## src/rtl/branch_sequencer_pkg.sv

```systemverilog
// Shared encodings for the branch sequencer: branch ops, FSM states and the
// taken-resolution rule applied to the registered compare flags.
package branch_defs;

  typedef enum logic [1:0] {
    OP_BEQ = 2'b00,
    OP_BNE = 2'b01,
    OP_BLT = 2'b10,
    OP_J   = 2'b11
  } op_e;

  typedef enum logic [1:0] {
    S_IDLE = 2'b00,
    S_CMP  = 2'b01,
    S_TGT  = 2'b10,
    S_RESP = 2'b11
  } state_e;

  // Signed less-than is the sign of (X-Y) corrected by signed overflow.
  function automatic logic resolve_taken(op_e op, logic zero, logic neg, logic ovf);
    logic t;
    case (op)
      OP_BEQ:  t = zero;
      OP_BNE:  t = !zero;
      OP_BLT:  t = neg ^ ovf;
      default: t = 1'b1;
    endcase
    return t;
  endfunction

endpackage

```

## src/rtl/branch_sequencer_addsub16.sv

```systemverilog
// Shared adder/subtractor: sub=1 computes a + ~b + 1, otherwise a + b.
module addsub16 #(
  parameter int WIDTH = 16
) (
  input  logic [WIDTH-1:0] a,
  input  logic [WIDTH-1:0] b,
  input  logic             sub,
  output logic [WIDTH-1:0] sum,
  output logic             cout,
  output logic             ovf
);

  logic [WIDTH-1:0] b_eff;
  logic [WIDTH:0]   full;

  assign b_eff = sub ? ~b : b;
  assign full  = {1'b0, a} + {1'b0, b_eff} + {{WIDTH{1'b0}}, sub};
  assign sum   = full[WIDTH-1:0];
  assign cout  = full[WIDTH];
  // Overflow: operands of equal sign produced a result of the other sign.
  assign ovf   = (a[WIDTH-1] == b_eff[WIDTH-1]) && (sum[WIDTH-1] != a[WIDTH-1]);

endmodule

```

## src/rtl/branch_sequencer.sv

```systemverilog
// Multicycle branch resolver: one shared adder does the compare in CMP and the
// target add in TGT; the redirect is held in RESP until fetch stops stalling.
module branch_sequencer
  import branch_defs::*;
#(
  parameter int WIDTH = 16
) (
  input  logic             clk,
  input  logic             reset,
  input  logic             req_valid,
  output logic             req_ready,
  input  logic [1:0]       req_op,
  input  logic [WIDTH-1:0] rs_val,
  input  logic [WIDTH-1:0] rt_val,
  input  logic [WIDTH-1:0] pc_plus1,
  input  logic [WIDTH-1:0] offset,
  input  logic             stall,
  output logic             redirect_valid,
  output logic [WIDTH-1:0] redirect_pc,
  output logic             taken,
  output logic             flush,
  output logic             busy,
  output logic [15:0]      branch_count,
  output logic [15:0]      taken_count
);

  state_e           state_q, state_d;
  op_e              op_q;
  logic [WIDTH-1:0] x_q, y_q, pc_q, off_q;
  logic             zero_q, neg_q, ovf_q;
  logic [WIDTH-1:0] rpc_q;
  logic             taken_q;
  logic [15:0]      branch_count_q, taken_count_q;

  logic [WIDTH-1:0] adder_a, adder_b, adder_sum;
  logic             adder_sub, adder_ovf, adder_cout_unused;
  logic             retire;
  logic             taken_now;

  // Adder operands are selected purely by state.
  assign adder_sub = (state_q == S_CMP);
  assign adder_a   = adder_sub ? x_q : pc_q;
  assign adder_b   = adder_sub ? y_q : off_q;

  addsub16 #(.WIDTH(WIDTH)) u_addsub (
    .a    (adder_a),
    .b    (adder_b),
    .sub  (adder_sub),
    .sum  (adder_sum),
    .cout (adder_cout_unused),
    .ovf  (adder_ovf)
  );

  assign retire    = (state_q == S_RESP) && !stall;
  assign taken_now = resolve_taken(op_q, zero_q, neg_q, ovf_q);

  always_comb begin
    state_d = state_q;
    case (state_q)
      S_IDLE:  if (req_valid) state_d = S_CMP;
      S_CMP:   state_d = S_TGT;
      S_TGT:   state_d = S_RESP;
      S_RESP:  if (!stall) state_d = S_IDLE;
      default: state_d = S_IDLE;
    endcase
  end

  always_ff @(posedge clk) begin
    if (reset) begin
      state_q        <= S_IDLE;
      op_q           <= OP_BEQ;
      x_q            <= '0;
      y_q            <= '0;
      pc_q           <= '0;
      off_q          <= '0;
      zero_q         <= 1'b0;
      neg_q          <= 1'b0;
      ovf_q          <= 1'b0;
      rpc_q          <= '0;
      taken_q        <= 1'b0;
      branch_count_q <= '0;
      taken_count_q  <= '0;
    end else begin
      state_q <= state_d;
      if (state_q == S_IDLE && req_valid) begin
        op_q  <= op_e'(req_op);
        x_q   <= rs_val;
        y_q   <= rt_val;
        pc_q  <= pc_plus1;
        off_q <= offset;
      end
      if (state_q == S_CMP) begin
        zero_q <= (adder_sum == '0);
        neg_q  <= adder_sum[WIDTH-1];
        ovf_q  <= adder_ovf;
      end
      if (state_q == S_TGT) begin
        taken_q <= taken_now;
        rpc_q   <= taken_now ? adder_sum : pc_q;
      end
      // Statistics stick at all-ones instead of wrapping.
      if (retire) begin
        if (branch_count_q != 16'hFFFF) branch_count_q <= branch_count_q + 16'd1;
        if (taken_q && taken_count_q != 16'hFFFF) taken_count_q <= taken_count_q + 16'd1;
      end
    end
  end

  assign req_ready      = (state_q == S_IDLE);
  assign busy           = (state_q != S_IDLE);
  assign redirect_valid = (state_q == S_RESP);
  assign redirect_pc    = rpc_q;
  assign taken          = taken_q;
  // Flush marks the cycle in which fetch actually consumes a taken redirect.
  assign flush          = retire && taken_q;
  assign branch_count   = branch_count_q;
  assign taken_count    = taken_count_q;

endmodule

```

## config.mk

```make
export PLATFORM = sky130hd
export DESIGN_NAME = branch_sequencer
export DESIGN_NICKNAME = d
export VERILOG_FILES = /design/src/rtl/branch_sequencer_pkg.sv /design/src/rtl/branch_sequencer_addsub16.sv /design/src/rtl/branch_sequencer.sv
export SDC_FILE = /design/constraint.sdc
export NUM_CORES = 1
export LEC_CHECK = 0
export ABC_AREA = 1
export BUFFER_PORTS_ARGS = -buffer_cell sky130_fd_sc_hd__buf_2
export CAP_MARGIN = 20
export CORE_ASPECT_RATIO = 1.5
export CORE_MARGIN = 2
export CORE_UTILIZATION = 30
export CTS_BUF_LIST = sky130_fd_sc_hd__clkbuf_8
export CTS_CLUSTER_SIZE = 28
export DETAILED_ROUTE_END_ITERATION = 8
export GPL_ROUTABILITY_DRIVEN = 0
export HOLD_SLACK_MARGIN = 0.1
export SETUP_SLACK_MARGIN = 0.5
export SLEW_MARGIN = 20
export SYNTH_ARGS = -nofsm -noshare
export SYNTH_HDL_FRONTEND = slang
export SYNTH_SLANG_ARGS = --single-unit
```

## constraint.sdc

```tcl
create_clock -name clk -period 3.5 [get_ports clk]
set_input_delay 0 -clock clk [delete_from_list [all_inputs] [get_ports clk]]
set_output_delay 0 -clock clk [all_outputs]
set_load 0.02 [all_outputs]
```

======== Word-level counts from Yosys, hierarchy flattened ========
Cells that the tools add are included.
operators by class
  add/subtract/negate cells ............... 4
  equal/unequal tests ..................... 11
  multiplexer cells ....................... 8
  bitwise gates (word level) .............. 2
  reductions and logical operators ........ 14
operator list
  kind                   number
  $mux 16                4
  $add 16x1->16 const B  2
  $ne 16x16->1 const B   2
  $add 16x1->16          1
  $add 16x16->16         1
  $logic_not 16->1       1
  $not 16->16            1
  $pmux 2 s4             1
  $eq 2x2->1 const B     3
  $reduce_and 2->1       3
  $logic_and 1x1->1      5
  $eq 2x1->1 const B     2
  $logic_not 2->1        2
  $mux 2                 2
  $ne 2x2->1 const B     2
  $pmux 1 s3             1
  $logic_not 1->1        2
  $reduce_bool 2->1      1
  $eq 1x1->1             1
  $ne 1x1->1             1
  $xor 1x1->1            1
storage, ports and cells
  register bits ........................... 120
  input port bits ......................... 70
  output and inout port bits .............. 53
  logic and storage cells ................. 52

======== Longest topological paths before layout ========
Gate-level depths: netlist of the first run.
  depth after elaboration ................. 8
  mapped depth ............................ 20
  gate-level depth less buffers ........... 20

======== By module ========
From an unflattened synthesis of the first run, not the netlist that was laid out.
second synthesis, totals
  cell total of the unflattened synthesis .. 976
  area total of the unflattened synthesis .. 6626.4 µm²
by module, submodules not included
  module            instances  cells an instance  area an instance (µm²)
  branch_sequencer  1          811                5559.1
  addsub16          1          165                1067.3

======== Least setup slack after synthesis of the first run ========
No wires, ideal clock.
  path kind ............................... register -> register
  start ................................... reg state_q[1]
  end ..................................... reg zero_q
  arrival time ............................ 2756 ps
  slack ................................... 674 ps
  stages on the path, launching flop included .. 19
  path through ............................ dfxtp_1 -> inv_1 -> ha_1 -> inv_1 -> clkbuf_1 -> clkbuf_1 -> o21ai_0 -> fa_1 -> nand3_1 -> nand2_1 -> nand3_1 -> nand2_1 -> nand2_1 -> nand3b_1 -> nand2_1 -> nand3_1 -> nor2_1 -> nand4_1 -> a21oi_1
between the ends
  longest elaborated chain between the ends .. 7
RTL lines
  what                      RTL line                                        RTL
  start: declaration        branch_sequencer.sv:27                          state_e state_q, state_d;
  start signal: assignment  branch_sequencer.sv:84                          state_q <= state_d;
  $eq 2x1->1 *              branch_sequencer.sv:41, branch_sequencer.sv:92
  $mux 16                   branch_sequencer.sv:43                          assign adder_b = adder_sub ? y_q : off_q;
  $not 16->16               branch_sequencer_addsub16.sv:16                 assign b_eff = sub ? ~b : b;
  $mux 16                   branch_sequencer_addsub16.sv:16
  $add 16x16->16            branch_sequencer_addsub16.sv:17                 assign full = {1'b0, a} + {1'b0, b_eff} + {{WIDTH{1'b0}}, sub};
  $add 16x1->16             branch_sequencer_addsub16.sv:17
  $logic_not 16->1          branch_sequencer.sv:93                          zero_q <= (adder_sum == '0);
  end signal: assignment    branch_sequencer.sv:93
  end: declaration          branch_sequencer.sv:30                          logic zero_q, neg_q, ovf_q;
Mark *: on every way between the ends. The rest lies on a longest branch, timed or not.
A chain may end at the register's enable or synchronous reset.

======== Final worst setup path of the first run ========
Ends and elaborated chain as after synthesis.

==> results of run 1 <==
metal layers:
layer,part of all wire [%],up-vias,routed length [um]
li1,-,3238,-
met1,38,2767,6905
met2,54,164,9688
met3,3.9,41,707
met4,4.2,0,761
met5,0,-,0
power breakdown:
group	leakage, nW	switching [mW]	total (mW)	internal, mW
registers	0.983	0.162	1.82	1.66
clock network	0.197	0.570	1.28	0.706
logic	2.34	1.82	2.81	0.990
total	3.52	2.56	5.91	3.36
flip-flops by register name (all words and copies together), names as in the netlist:
| name | count |
|---|---|
| branch_count | 16 |
| neg_q | 1 |
| off_q | 16 |
| op_q | 2 |
| ovf_q | 1 |
| pc_q | 16 |
| redirect_pc | 16 |
| state_q | 2 |
| taken | 1 |
| taken_count | 16 |
| x_q | 16 |
| y_q | 16 |
| zero_q | 1 |
layout by cell type (no fill, tap or decap), drive strengths merged, types with 3 or more instances in the layout:
cell	count
clkbuf	21
nand2	158
o21ai	128
dfxtp	120
dlygate4sd3	74
nand3	36
nand3b	5
o211ai	3
nor4	5
a31oi	12
xor2	6
nand4	8
buf	132
nor2	144
nor3	13
clkinvlp	4
a211oi	3
o21a	6
ha	21
clkinv	3
a21oi	66
inv	84
metrics by stage:
stage               std cells  hold WS [ps]  instance area [um^2]  power [mW]
finish                   1326         339.9                  8135       5.913
global route             1326         322.2                  8135       6.401
CTS                      1326         307.8                  8089       5.908
detailed placement       1221         259.5                  6939       4.526
global placement         1221         253.0                  6939       4.507
floorplan                 866         166.7                  6076       3.780
cell type report:
class | instances | area [um^2] | share of cell area [%]
clock buffer | 21 | 289.0 | 3.553
timing repair buffer | 206 | 1439 | 17.69
clock inverter | 10 | 117.6 | 1.446
sequential | 120 | 2405 | 29.56
multi-input combinational | 626 | 3248 | 39.93
tap | 260 | 325.3 | 3.999
inverter | 83 | 311.5 | 3.830
kinds of logic (layout without fill, tap and decap cells):
group / Yosys count / after routing
DFF: 120 / 120
adders and majority gates: 22 / 22
xor gates and xnor gates: 8 / 8
and+or+nand+nor: 373 / 373
AOI/OAI and AO/OA: 223 / 223
buffers and inverters: 120 / 320
worst max-delay path, delay by kind of cell, from the launching register on:
family / cells / cell delay, ps
compound gates: 5 / 1010
fa+ha+maj: 2 / 540
buf+inv: 3 / 320
flops: 1 / 340
simple gates: 5 / 450
what timing repair did:
action	4_1_cts	5_1_grt
hold buffers	74	0
resized for setup	1	13
setup endpoints to repair	1	10
gates cloned	0	0
buffers inserted	0	0
hold endpoints to repair	88	0
pin swaps	0	2
worst min path at each step:
| stage | startpoint | end | cells after the start |
|---|---|---|---|
| finish | rt_val[14] | y_q[14] | 4 |
| global route | rt_val[14] | y_q[14] | 4 |
| CTS | rt_val[7] | y_q[7] | 4 |
| detailed placement | rt_val[14] | y_q[14] | 3 |
| global placement | offset[4] | off_q[4] | 3 |
| floorplan | offset[0] | off_q[0] | 2 |
==> metrics.yaml, run 1 <==
met1_usage_pct: 17.59
first_iter_violations: 223
hold_viol: 0
hold_class: "in -> reg"
synth_edf_count: 0
synth_compound_area_share_pct: 19.54
fillers: 2093
core_mm2: 0.01979
numCtsBuffers: 17
critPathSlowestCell: "ha_1"
cts_tree: "yes"
critical_path.cell_chain: "inv_2 -> ha_4 -> inv_1 -> buf_12 -> o21ai_0 -> ha_1 -> a21oi_1 -> o21ai_0 -> a21oi_1 -> nand3b_1 -> nand2_1 -> nand3_1 -> nor2_1 -> nand4_1 -> a21oi_1"
fin_crit_sh_pct: 78.70
endpoint: "zero_q"
synth.most_common_cell: "nand2_1"
ys_seq_area_share_pct: 39.54
fin_setup_tns_ps: 0
htree_levels: 4
r2r_slack_ps: 750
wl_um: 18060
synthCells: 866
place.port_buffers: 122
die_width_um: 120.2
fp-row-count: 63
rsz0062_at_grt: "no"
vias_per_cell: 4.683
endpoint_kind: "register"
p_per_area_mw_per_mm2: 726.9
worst_path_largest_cell_delay_ps: 380
synth_area_per_cell_um2: 7.016
yosys_most_used_dff: "dfxtp_1"
die_h_um: 178.3
hpwlAfterDp_um: 13690
cap_violations: 0
start_kind: "register"
die-area_mm2: 0.02143
synthArstFlopShare_pct: 0
status: "finished, final reports clean"
muxShareOfSynthArea_pct: 0
clk_transition_reported_paths_ps: 70
start_util_pct: 30.71
timing.final.ws_setup_ps: 745.4
nets: 1146
worstReg2RegEnd: "zero_q"
grt_use_met2_pct: 32.60
irDropWorstVdd_mv: 0.2563
crit_arrival_ps: 3120
reg2reg_from: "state_q[1]"
reg2reg_depth: 15
cts_root_buf: "clkbuf_8"
setup_viol: 0
diodes: 0
fin_util_pct: 41.12
vias: 6210
antenna_found_initial: 0
synth.top_cell.area_share_pct: 39.54
worst-setup-path-type: "reg -> reg"
critical_path.startpoint: "state_q[1]"
synth_warnings: 0
pre_cts_slack_ps: 448.5
worst_pin_slew_ps: 646.9
grtUsageMet3_pct: 3.389
worstPathMaxFanout: 31
wl_per_cell_um: 13.62
syn-cell-area_mm2: 0.006076
grt-ovfl-total: 0
slew_headroom_pct: 56.81
grt_pass1_vias: 5952
synth_top_family_by_area: "simple AND/OR/NAND/NOR gates"
synth.distinct_cells: 40
grt_pass1_wl_um: 28760
period_minus_slack_ps: 2755
io-pin-count: 123
cts_buffer_depth: 2
grt_usage_pct: 17.27
layout-drive-gt1-share_pct: 20.08
power_leakage_nw: 3.522
fin_skew_ps: 10.53
fmax_mhz: 363.0
antenna_left: 0
grt_max_degree: 50
yosys.area_share.simple_pct: 27.51
synth_nets: 958
syn2layout_area_growth_pct: 33.90
critical_path_required_ps: 3870
yosys.area.top_type: "dfxtp_1"
drc: 0
slew_violations: 0
crit_top_cell: "a21oi_1"
ys_seq_elements: 120
synth_commonest_cells: "nand2_1 (142), nor2_1 (139), o21ai_0 (122), dfxtp_1 (120), inv_1 (73)"
busiest_layer: "met2"
clk_latency_ps: 440
synthAdderAreaFrac_pct: 4.654
synthTopCellsByArea: "dfxtp_1 (40%), o21ai_0 (10%), nand2_1 (8.8%)"
clkSinkCount: 120
drtPass1Iterations: 6
synthXorXnorAreaFrac_pct: 1.153
Power figures use the tool's default switching activity.
==> run 2: changes to the inputs <==
==> constraint.sdc (replaced) <==
create_clock -name clk -period 2.8 [get_ports clk]
set_input_delay 0 -clock clk [delete_from_list [all_inputs] [get_ports clk]]
set_output_delay 0 -clock clk [all_outputs]
set_load 0.02 [all_outputs]
==> metrics.yaml, run 2 (synthesized netlist as in run 1, its figures left out) <==
syn2layout_area_growth_pct: 49.55
die_width_um: 120.2
start_kind: "register"
status: "finished, final reports clean"
worst_path_largest_cell_delay_ps: 330
fin_skew_ps: 10.82
clkSinkCount: 120
fin_crit_sh_pct: 89.48
diodes: 0
die_h_um: 178.3
final_cell_mix: "nor2_1 (124), buf_2 (122), nand2_1 (118), dfxtp_1 (118), o21ai_0 (93)"
hpwlAfterDp_um: 13520
nets: 1179
fin_setup_tns_ps: 0
rsz0062_at_grt: "yes"
worst_pin_slew_ps: 706.9
regArea_mm2: 0.002407
final_common_cell: "nor2_1"
drtPass1Iterations: 5
drc: 0
place_inst: 1227
hold_viol: 0
cap_violations: 0
vias_per_cell: 4.801
endpoint_kind: "register"
fillers: 1938
antenna_found_initial: 0
htree_levels: 4
fmax_mhz: 399.1
grt_usage_pct: 17.16
crit_buf_inv: 4
clk_transition_reported_paths_ps: 70
worstPathMaxFanout: 6
wl_per_cell_um: 14.34
io-pin-count: 123
grt_pass1_wl_um: 28720
critical_path_required_ps: 3170
critical_path.cell_chain: "inv_4 -> ha_4 -> inv_8 -> clkbuf_16 -> nand2_2 -> o21ai_2 -> buf_6 -> ha_4 -> nand2_1 -> nor2_2 -> and2_1 -> nand2_2 -> nand2_1 -> nand2_2 -> nand2_1 -> nand3_1 -> nor2_1 -> nand4_1 -> a21oi_1"
period_minus_slack_ps: 2505
fin_total_pwr_mw: 9.404
irDropWorstVdd_mv: 0.4012
grt-ovfl-total: 0
crit_arrival_ps: 2870
core_mm2: 0.01979
first_iter_violations: 279
worst-setup-path-type: "reg -> reg"
p_sw_mw: 4.124
cts_buffer_depth: 2
start_util_pct: 30.71
clk_latency_ps: 440
grt_max_degree: 51
multi_input_area_mm2: 0.003859
grt_pass1_vias: 5972
cts_root_buf: "clkbuf_8"
p_per_area_mw_per_mm2: 1035
power_leakage_nw: 3.834
die-area_mm2: 0.02143
whs_ps: 342.1
numCtsBuffers: 17
wl_um: 19470
final_area_mm2: 0.009086
cts_tree: "yes"
crit_family: "simple AND/OR/NAND/NOR gates"
clock_power_share_pct: 15.7
seqPwrFrac_pct: 24.5
layout-drive-gt1-share_pct: 31.33
setup_viol: 0
sw_frac_of_total_pct: 43.85
vias: 6520
finalNonFillerCells: 1358
place.port_buffers: 122
slew_violations: 0
intPower_mw: 5.281
dpl_cell_area_mm2: 0.007058
fp-row-count: 63
antenna_left: 0
slew_headroom_pct: 52.70
hold_class: "in -> reg"
combPwrFrac_pct: 59.8
critPathSlowestCell: "dfxtp_2"
run 2: power by group through the flow:
stage / registers, mW / logic [mW] / clock network (mW)
3_3_place_gp: 2.30 / 3.46 / 0
2_1_floorplan: 2.33 / 2.55 / 0
6_report: 2.30 / 5.62 / 1.48
3_5_place_dp: 2.31 / 3.48 / 0
5_1_grt: 2.35 / 6.08 / 1.60
4_1_cts: 2.29 / 4.30 / 1.53
run 2: area by class of cell:
class / count / area share, %
tap: 260 / 3.580
timing repair buffer: 239 / 19.97
multi-input combinational: 626 / 42.47
sequential: 120 / 26.49
inverter: 83 / 3.539
clock buffer: 18 / 2.727
clock inverter: 12 / 1.226
run 2: worst paths after layout:
check | depth (start not counted) | slack, ps | start | end
max | 19 | 290 | state_q[1] | zero_q
min | 4 | 340 | rt_val[14] | y_q[14]
max reg2reg | 19 | 290 | state_q[1] | zero_q
min reg2reg | 2 | 460 | taken_count[4] | taken_count[4]
run 2: worst reg2reg max path, cell delays in order (launching register included):
cell and delay, ps:
dfxtp_2 330, inv_4 80, ha_4 180, inv_8 50, clkbuf_16 150, nand2_2 60, o21ai_2 50, buf_6 120
ha_4 320, nand2_1 150, nor2_2 180, and2_1 160, nand2_2 60, nand2_1 80, nand2_2 60, nand2_1 60
nand3_1 60, nor2_1 90, nand4_1 80, a21oi_1 120
run 2: timing repair:
action,4_1_cts,5_1_grt
gates cloned,1,3
endpoints found under the setup margin,15,17
hold endpoints to repair,93,0
gates resized for setup,63,103
hold buffers,75,0
setup buffers,12,10
pin swaps,30,44
run 2: per-stage QoR:
step | worst slack (ps) | util [%]
finish | 294.6 | 45.92
detailed placement | 124.4 | 35.67
global route | 95.23 | 45.92
CTS | 319.4 | 42.97
floorplan | 493.7 | -
global placement | 170.5 | 35.67
run 2: metal layers:
metal  wire length [um]  part of all wire (%)  track usage (%)
met4                797                   4.1            8.529
met2              10240                    53            31.58
met3                852                   4.4            3.772
met1               7579                    39            18.27
met5                  0                     0                0
